==> src/rtl/writeback_trace_capture.sv <==
// writeback_trace_capture
// Mirrors processor register writebacks into a 32-entry shadow register file.
// Each writeback to a non-zero register is also queued in a trace FIFO for an
// external consumer using a valid/ready handshake.
// Ports:
//   clk, rst        - clock, synchronous active-high reset
//   wb_valid/addr/data - writeback observed from the processor
//   rd_addr/rd_data - shadow register file read port (no write bypass)
//   trace_valid/ready/addr/data - FIFO head and consumer handshake
//   trace_count     - FIFO occupancy
//   overflow        - sticky flag, a writeback was dropped on a full FIFO
//   drop_count      - saturating count of dropped writebacks
//   wb_count        - wrapping count of all wb_valid cycles
module writeback_trace_capture #(
  parameter int unsigned DEPTH = 8,
  parameter int unsigned AW    = 3
) (
  input  logic          clk,
  input  logic          rst,
  input  logic          wb_valid,
  input  logic [4:0]    wb_addr,
  input  logic [31:0]   wb_data,
  input  logic [4:0]    rd_addr,
  output logic [31:0]   rd_data,
  output logic          trace_valid,
  input  logic          trace_ready,
  output logic [4:0]    trace_addr,
  output logic [31:0]   trace_data,
  output logic [AW:0]   trace_count,
  output logic          overflow,
  output logic [7:0]    drop_count,
  output logic [15:0]   wb_count
);

  localparam int unsigned CW = AW + 1;

  logic [31:0]   shadow [32];
  logic [4:0]    fifo_addr [DEPTH];
  logic [31:0]   fifo_data [DEPTH];
  logic [AW-1:0] wr_ptr;
  logic [AW-1:0] rd_ptr;

  logic wb_write;
  logic full;
  logic push;
  logic pop;
  logic drop;

  // Handshake decode; a full FIFO still accepts a push when the head leaves.
  always_comb begin
    wb_write    = wb_valid && (wb_addr != 5'd0);
    full        = (trace_count == CW'(DEPTH));
    trace_valid = (trace_count != CW'(0));
    pop         = trace_valid && trace_ready;
    push        = wb_write && (!full || pop);
    drop        = wb_write && full && !pop;
  end

  // Read ports: register 0 reads as zero, head is masked to zero when empty.
  always_comb begin
    rd_data    = (rd_addr == 5'd0) ? 32'd0 : shadow[rd_addr];
    trace_addr = trace_valid ? fifo_addr[rd_ptr] : 5'd0;
    trace_data = trace_valid ? fifo_data[rd_ptr] : 32'd0;
  end

  // Shadow register file.
  always_ff @(posedge clk) begin
    if (rst) begin
      for (int i = 0; i < 32; i++) shadow[i] <= 32'd0;
    end else if (wb_write) begin
      shadow[wb_addr] <= wb_data;
    end
  end

  // FIFO storage; contents need no reset since the head is masked when empty.
  always_ff @(posedge clk) begin
    if (push && !rst) begin
      fifo_addr[wr_ptr] <= wb_addr;
      fifo_data[wr_ptr] <= wb_data;
    end
  end

  // Pointers, occupancy and statistics.
  always_ff @(posedge clk) begin
    if (rst) begin
      wr_ptr      <= '0;
      rd_ptr      <= '0;
      trace_count <= '0;
      overflow    <= 1'b0;
      drop_count  <= 8'd0;
      wb_count    <= 16'd0;
    end else begin
      if (push) wr_ptr <= wr_ptr + AW'(1);
      if (pop)  rd_ptr <= rd_ptr + AW'(1);
      case ({push, pop})
        2'b10:   trace_count <= trace_count + CW'(1);
        2'b01:   trace_count <= trace_count - CW'(1);
        default: trace_count <= trace_count;
      endcase
      if (drop) begin
        overflow <= 1'b1;
        if (drop_count != 8'hFF) drop_count <= drop_count + 8'd1;
      end
      if (wb_valid) wb_count <= wb_count + 16'd1;
    end
  end

endmodule
==> config.mk <==
export PLATFORM = sky130hd
export DESIGN_NAME = writeback_trace_capture
export DESIGN_NICKNAME = d
export VERILOG_FILES = /design/src/rtl/writeback_trace_capture.sv
export SDC_FILE = /design/constraint.sdc
export NUM_CORES = 2
export LEC_CHECK = 0
export BUFFER_PORTS_ARGS = -buffer_cell sky130_fd_sc_hd__buf_2
export CAP_MARGIN = 40
export CORE_UTILIZATION = 50
export DETAILED_ROUTE_END_ITERATION = 10
export PLACE_DENSITY = 0.63
export SYNTH_ARGS = -nofsm -noshare
export SYNTH_HDL_FRONTEND = slang
export SYNTH_SLANG_ARGS = --single-unit
==> constraint.sdc <==
create_clock -name clk -period 12 [get_ports clk]
set_clock_uncertainty 0.2 [all_clocks]
set_input_delay 3 -clock clk [delete_from_list [all_inputs] [get_ports clk]]
set_output_delay 3 -clock clk [all_outputs]
set_load 0.01 [all_outputs]
* Yosys cells after proc, flatten, opt, wreduce, memory -nomap -nowiden
Memories as Yosys holds them, arrays and structs flattened. A register that Yosys moved wholly into a read port is not among the register bits.
Cells that the tools add are included.
** Word-level totals
- Register bits after elaboration :: 35
- Bits in writable memories :: 1320
- Input port bits :: 46
- Output and inout port bits :: 99
- Memories :: 3
** Operators by class
- $add $sub $neg :: 6
- Eq/ne operators :: 4
- Multiplexer cells :: 18
- Reduce and logical (&&, ||, !) cells :: 16
** Memories
- shadow :: depth 32, bits a word 32, rd ports 1, clocked after Yosys merged registers in 0, wr ports 32, RTL line 37 : logic [31:0] shadow [32];
- fifo_data :: depth 8, bits a word 32, rd ports 1, clocked after Yosys merged registers in 1, wr ports 1, RTL line 39 : logic [31:0] fifo_data [DEPTH];
- fifo_addr :: depth 8, bits a word 5, rd ports 1, clocked after Yosys merged registers in 1, wr ports 1, RTL line 38 : logic [4:0] fifo_addr [DEPTH];
** Operator list (count)
- $mux 32 :: 3
- $reduce_or 32->1 :: 1
- $add 16x1->16 const B :: 1
- $mux 3 :: 4
- $mux 5 :: 2
- $add 8x1->8 const B :: 1
- $mux 1 :: 8
- $ne 8x8->1 const B :: 1
- $pmux 4 s2 :: 1
- $add 3x1->3 const B :: 2
- $logic_and 1x1->1 :: 6
- $logic_not 5->1 :: 1
- $reduce_bool 5->1 :: 1
- $add 4x1->4 const B :: 1
- $eq 4x4->1 const B :: 1
- $reduce_bool 4->1 :: 1
- $sub 4x1->4 const B :: 1
- $logic_not 1->1 :: 3
- $eq 2x1->1 const B :: 1
- $eq 2x2->1 const B :: 1
- $reduce_and 2->1 :: 1
- $reduce_bool 2->1 :: 1
- $logic_or 1x1->1 :: 1

* Logic depth before layout (Yosys ltp)
- Depth after elaboration :: 7
- Gate-level depth with buffers :: 10
- Mapped depth without buffers :: 9

* Least setup slack after synthesis
No wires, ideal clock.
- Kind :: input-to-reg
- From :: input wb_addr[4]
- To :: memory fifo_addr[6][0], enable pin
- Arrival time :: 7.180 ns
- Setup slack :: 4.097 ns
- Stages :: 5
- Path buffers :: 2
- Cells stage by stage :: clkbuf_2 > or3_1 > buf_2 > o221ai_1 > nor4_1
** Between the ends
- Word-level cells in the longest chain between the ends :: 6
** RTL lines
- start, declared :: RTL line 21 : input logic [4:0] wb_addr,
- $reduce_bool 5->1 :: RTL line 51 : wb_write = wb_valid && (wb_addr != 5'd0);
- $logic_and 1x1->1 :: RTL line 51
- $logic_and 1x1->1 :: RTL line 55 : push = wb_write && (!full || pop);
- $logic_and 1x1->1 :: RTL line 77 : if (push && !rst) begin
- $mux 1 :: RTL line 77
- $mux 1 (not written as such) :: RTL line 78 : fifo_addr[wr_ptr] <= wb_addr;
- end, declared :: RTL line 38
No other way between the ends.

* Worst setup path after layout
- From :: input rd_addr[2]
- To :: output rd_data[25]
** Between the ends
- Word-level cells in the longest chain between the ends :: 2
- Elaborated cells on any way between the ends :: 3
- Classes of those cells :: 1 x mux; 1 x reduce/logical; 1 x memory
** RTL lines
- start, declared :: RTL line 23 : input logic [4:0] rd_addr,
- $mem_v2 32x32 or $logic_not 5->1 (tied branches)
- $mux 32 (*) :: RTL line 61 : rd_data = (rd_addr == 5'd0) ? 32'd0 : shadow[rd_addr];
- end, declared :: RTL line 24 : output logic [31:0] rd_data,
Every way passes the cells marked *; elsewhere a longest branch is shown, timed or not.

==> impl_metrics.tcl <==
set metrics [dict create \
    layout_min_cycle_time_ns 9.44 \
    setup_viol 0 \
    hold_violations 0 \
    cts_setup_buffers 0 \
    final_core_util 0.563 \
    cp_max_fo 72 \
    fillers 8961 \
    relSlewSlack 0.312 \
    grt_overflow 0 \
    syn_area_per_cell_um2 16.7 \
    cts_tree "built" \
    fmax_mhz 106 \
    worst_pin_slew_ns 1.01 \
    synth-main-ff-cell "edfxtp_1" \
    die-width_um 347 \
    areaGrowthSynthToFinish_pct 11.5 \
    numCtsBuffers 142 \
    grt_pass1_wl_um 219000 \
    start_kind "input pin" \
    p_per_area_mw_per_mm2 162 \
    synth-edff-count 1320 \
    grt_max_degree 76 \
    path_clk_slew_ns 0.06 \
    crit_arrival_ns 6.24 \
    fin_hold_ws_ns 0.279 \
    h-tree-depth 4 \
    drv_slew 0 \
    fin_crit_sh 0.787 \
    cts_num_sinks 1358 \
    core-area_mm2 0.118 \
    hold_buffers 0 \
    final_antenna_net_count 0 \
    postSynthCellCount 3574 \
    start_util 0.504 \
    peakVddDrop_mv 0.142 \
    crit_type "in2out" \
    ctsResizeCount 0 \
    grt_pass1_vias 32077 \
    dr.pass1.iters 5 \
    cap_violations 0 \
    synth_cell_type_count 57 \
    yosys_warnings 0 \
    syn_area_mm2 0.0596 \
    grt_setup_unrepaired "no" \
    drt-initial-drc-count 2889 \
    num_vias 31236 \
    drive_gt1_frac 0.232 \
    design.portCount 145 \
    viasPerCell 5.86 \
    p_leak_uw 0.0227 \
    drc 0 \
    grtUsageTotal 0.251 \
    antenna_found_initial 7 \
    nNetsFinal 3729 \
    yosysSeqAreaShare 0.678 \
    die-area_mm2 0.121 \
    hp-class "reg2reg" \
    hpwl_um 82900 \
    crit_required_ns 8.80 \
    drt-total-wl_um 149000 \
    cp-end-kind "primary output" \
    async_reset_ff_frac 0 \
    rows 126 \
    port_buffers 144 \
    fin_setup_tns_ns 0 \
    gp_congestion 0.775 \
    yosys_register_bits 1358 \
    outcome "completed" \
    die_height_um 347 \
    cts_max_path_buffers 3 \
    root_buffer "clkbuf_16" \
    wl_per_cell_um 28.0 \
    clk_latency_ns 0.75 \
]
==> synthesized netlist by cell type (6+ instances only) <==
library cell	count	share of area
a2111oi_0	17	0.0025
a211oi_1	34	0.0043
a21oi_1	35	0.0029
a221oi_1	12	0.0018
a221oi_2	10	0.0025
a22oi_1	10	0.0013
and2_1	993	0.10
buf_1	10	0.00063
buf_2	51	0.0043
buf_4	20	0.0025
buf_6	21	0.0040
clkbuf_1	207	0.013
clkbuf_2	11	0.00092
dfxtp_1	38	0.013
edfxtp_1	1320	0.67
mux2_2	21	0.0040
mux2i_1	83	0.014
mux4_1	6	0.0026
mux4_2	324	0.12
nand2_1	26	0.0016
nand3_1	15	0.0013
nand4_1	7	0.00074
nor2_1	126	0.0079
nor2_2	8	0.00084
nor2b_1	36	0.0038
o21ai_0	12	0.0010
or2_2	33	0.0035
xor2_1	23	0.0034
==> critical path: stages <==
cell       delay (ns)
buf_8            0.50
buf_4            0.69
mux4_2           0.34
mux2i_1          0.11
nor2_1           0.14
a221oi_1         0.08
a2111oi_0        0.94
buf_2            0.28
==> cell usage in the layout, fill, tap and decap left out, types with 31 or more instances in the layout <==
| cell type | count |
|---|---|
| mux4_2 | 324 |
| edfxtp_1 | 1320 |
| or2_2 | 33 |
| conb_1 | 32 |
| dfxtp_1 | 35 |
| nor2_1 | 99 |
| clkinv_1 | 31 |
| clkbuf_1 | 37 |
| nor2b_1 | 35 |
| buf_2 | 140 |
| and2_1 | 993 |
| mux2i_1 | 83 |
| a21oi_1 | 35 |
| a211oi_1 | 34 |
| nor2_2 | 33 |
| clkbuf_16 | 151 |
| buf_4 | 85 |
==> worst paths after layout <==
kind / start / endpoint / slack, ns / depth (start not counted)
min reg2reg: rd_ptr[1]$_SDFFE_PP0N_ / flip-flop / 0.28 / 2
min: rd_ptr[1]$_SDFFE_PP0N_ / flip-flop / 0.28 / 2
max: rd_addr[2] / rd_data[25] / 2.56 / 8
max reg2reg: trace_count[0]$_SDFFE_PP0P_ / trace_count[2]$_SDFFE_PP0P_ / 8.64 / 9
==> power by group <==
group | total [uW] | internal, uW | switching, uW
sequential | 5500 | 5410 | 87.3
clock | 4240 | 2430 | 1810
combinational | 1040 | 442 | 602
==> per-layer routing <==
layer / track usage / vias to the layer above / routed length [um]
met5: 0 / - / 0
met4: 0.0783 / 0 / 3950
met3: 0.0337 / 227 / 8160
met2: 0.414 / 976 / 73500
met1: 0.347 / 16464 / 63400
li1: - / 13569 / -
==> stage by stage <==
step | std cells | setup slack, ns | total power [uW] | cell area [um2]
after floorplan | 3605 | 4.10 | 6250 | 59700
after global placement | 5048 | 2.57 | 6630 | 61600
after detailed placement | 5070 | 2.56 | 6660 | 62000
after CTS | 5325 | 2.56 | 10900 | 66400
after global routing | 5326 | 2.44 | 11100 | 66400
final | 5328 | 2.56 | 10800 | 66400
==> final cells by class <==
type	instances	area, um2	area share
tap	1536	1920	0.0289
timing repair buffer	254	1880	0.0282
inverter	4	15.0	0.000226
antenna	3	7.51	0.000113
multi-input combinational	1918	17800	0.268
clock buffer	190	3950	0.0594
clock inverter	65	473	0.00712
sequential	1358	40400	0.608
==> registers in the layout, indices dropped and copies added (netlist names), named ones only <==
signal,count
drop_count,8
rd_ptr,3
wb_count,16
fifo_data,256
trace_count,4
shadow,1024
overflow,1
wr_ptr,3
fifo_addr,40
==> logic make-up after synthesis <==
| kind of cell | after synthesis | synth area share |
|---|---|---|
| xor+xnor | 27 | 0.00397 |
| mux | 435 | 0.143 |
| other cells | 1 | 0.0000630 |
| flops | 1358 | 0.678 |
| fa+ha+maj | 5 | 0.00105 |
| simple gates | 1275 | 0.128 |
| buf+inv | 329 | 0.0271 |
| compound gates | 144 | 0.0186 |
Power figures use the tool's default switching activity.
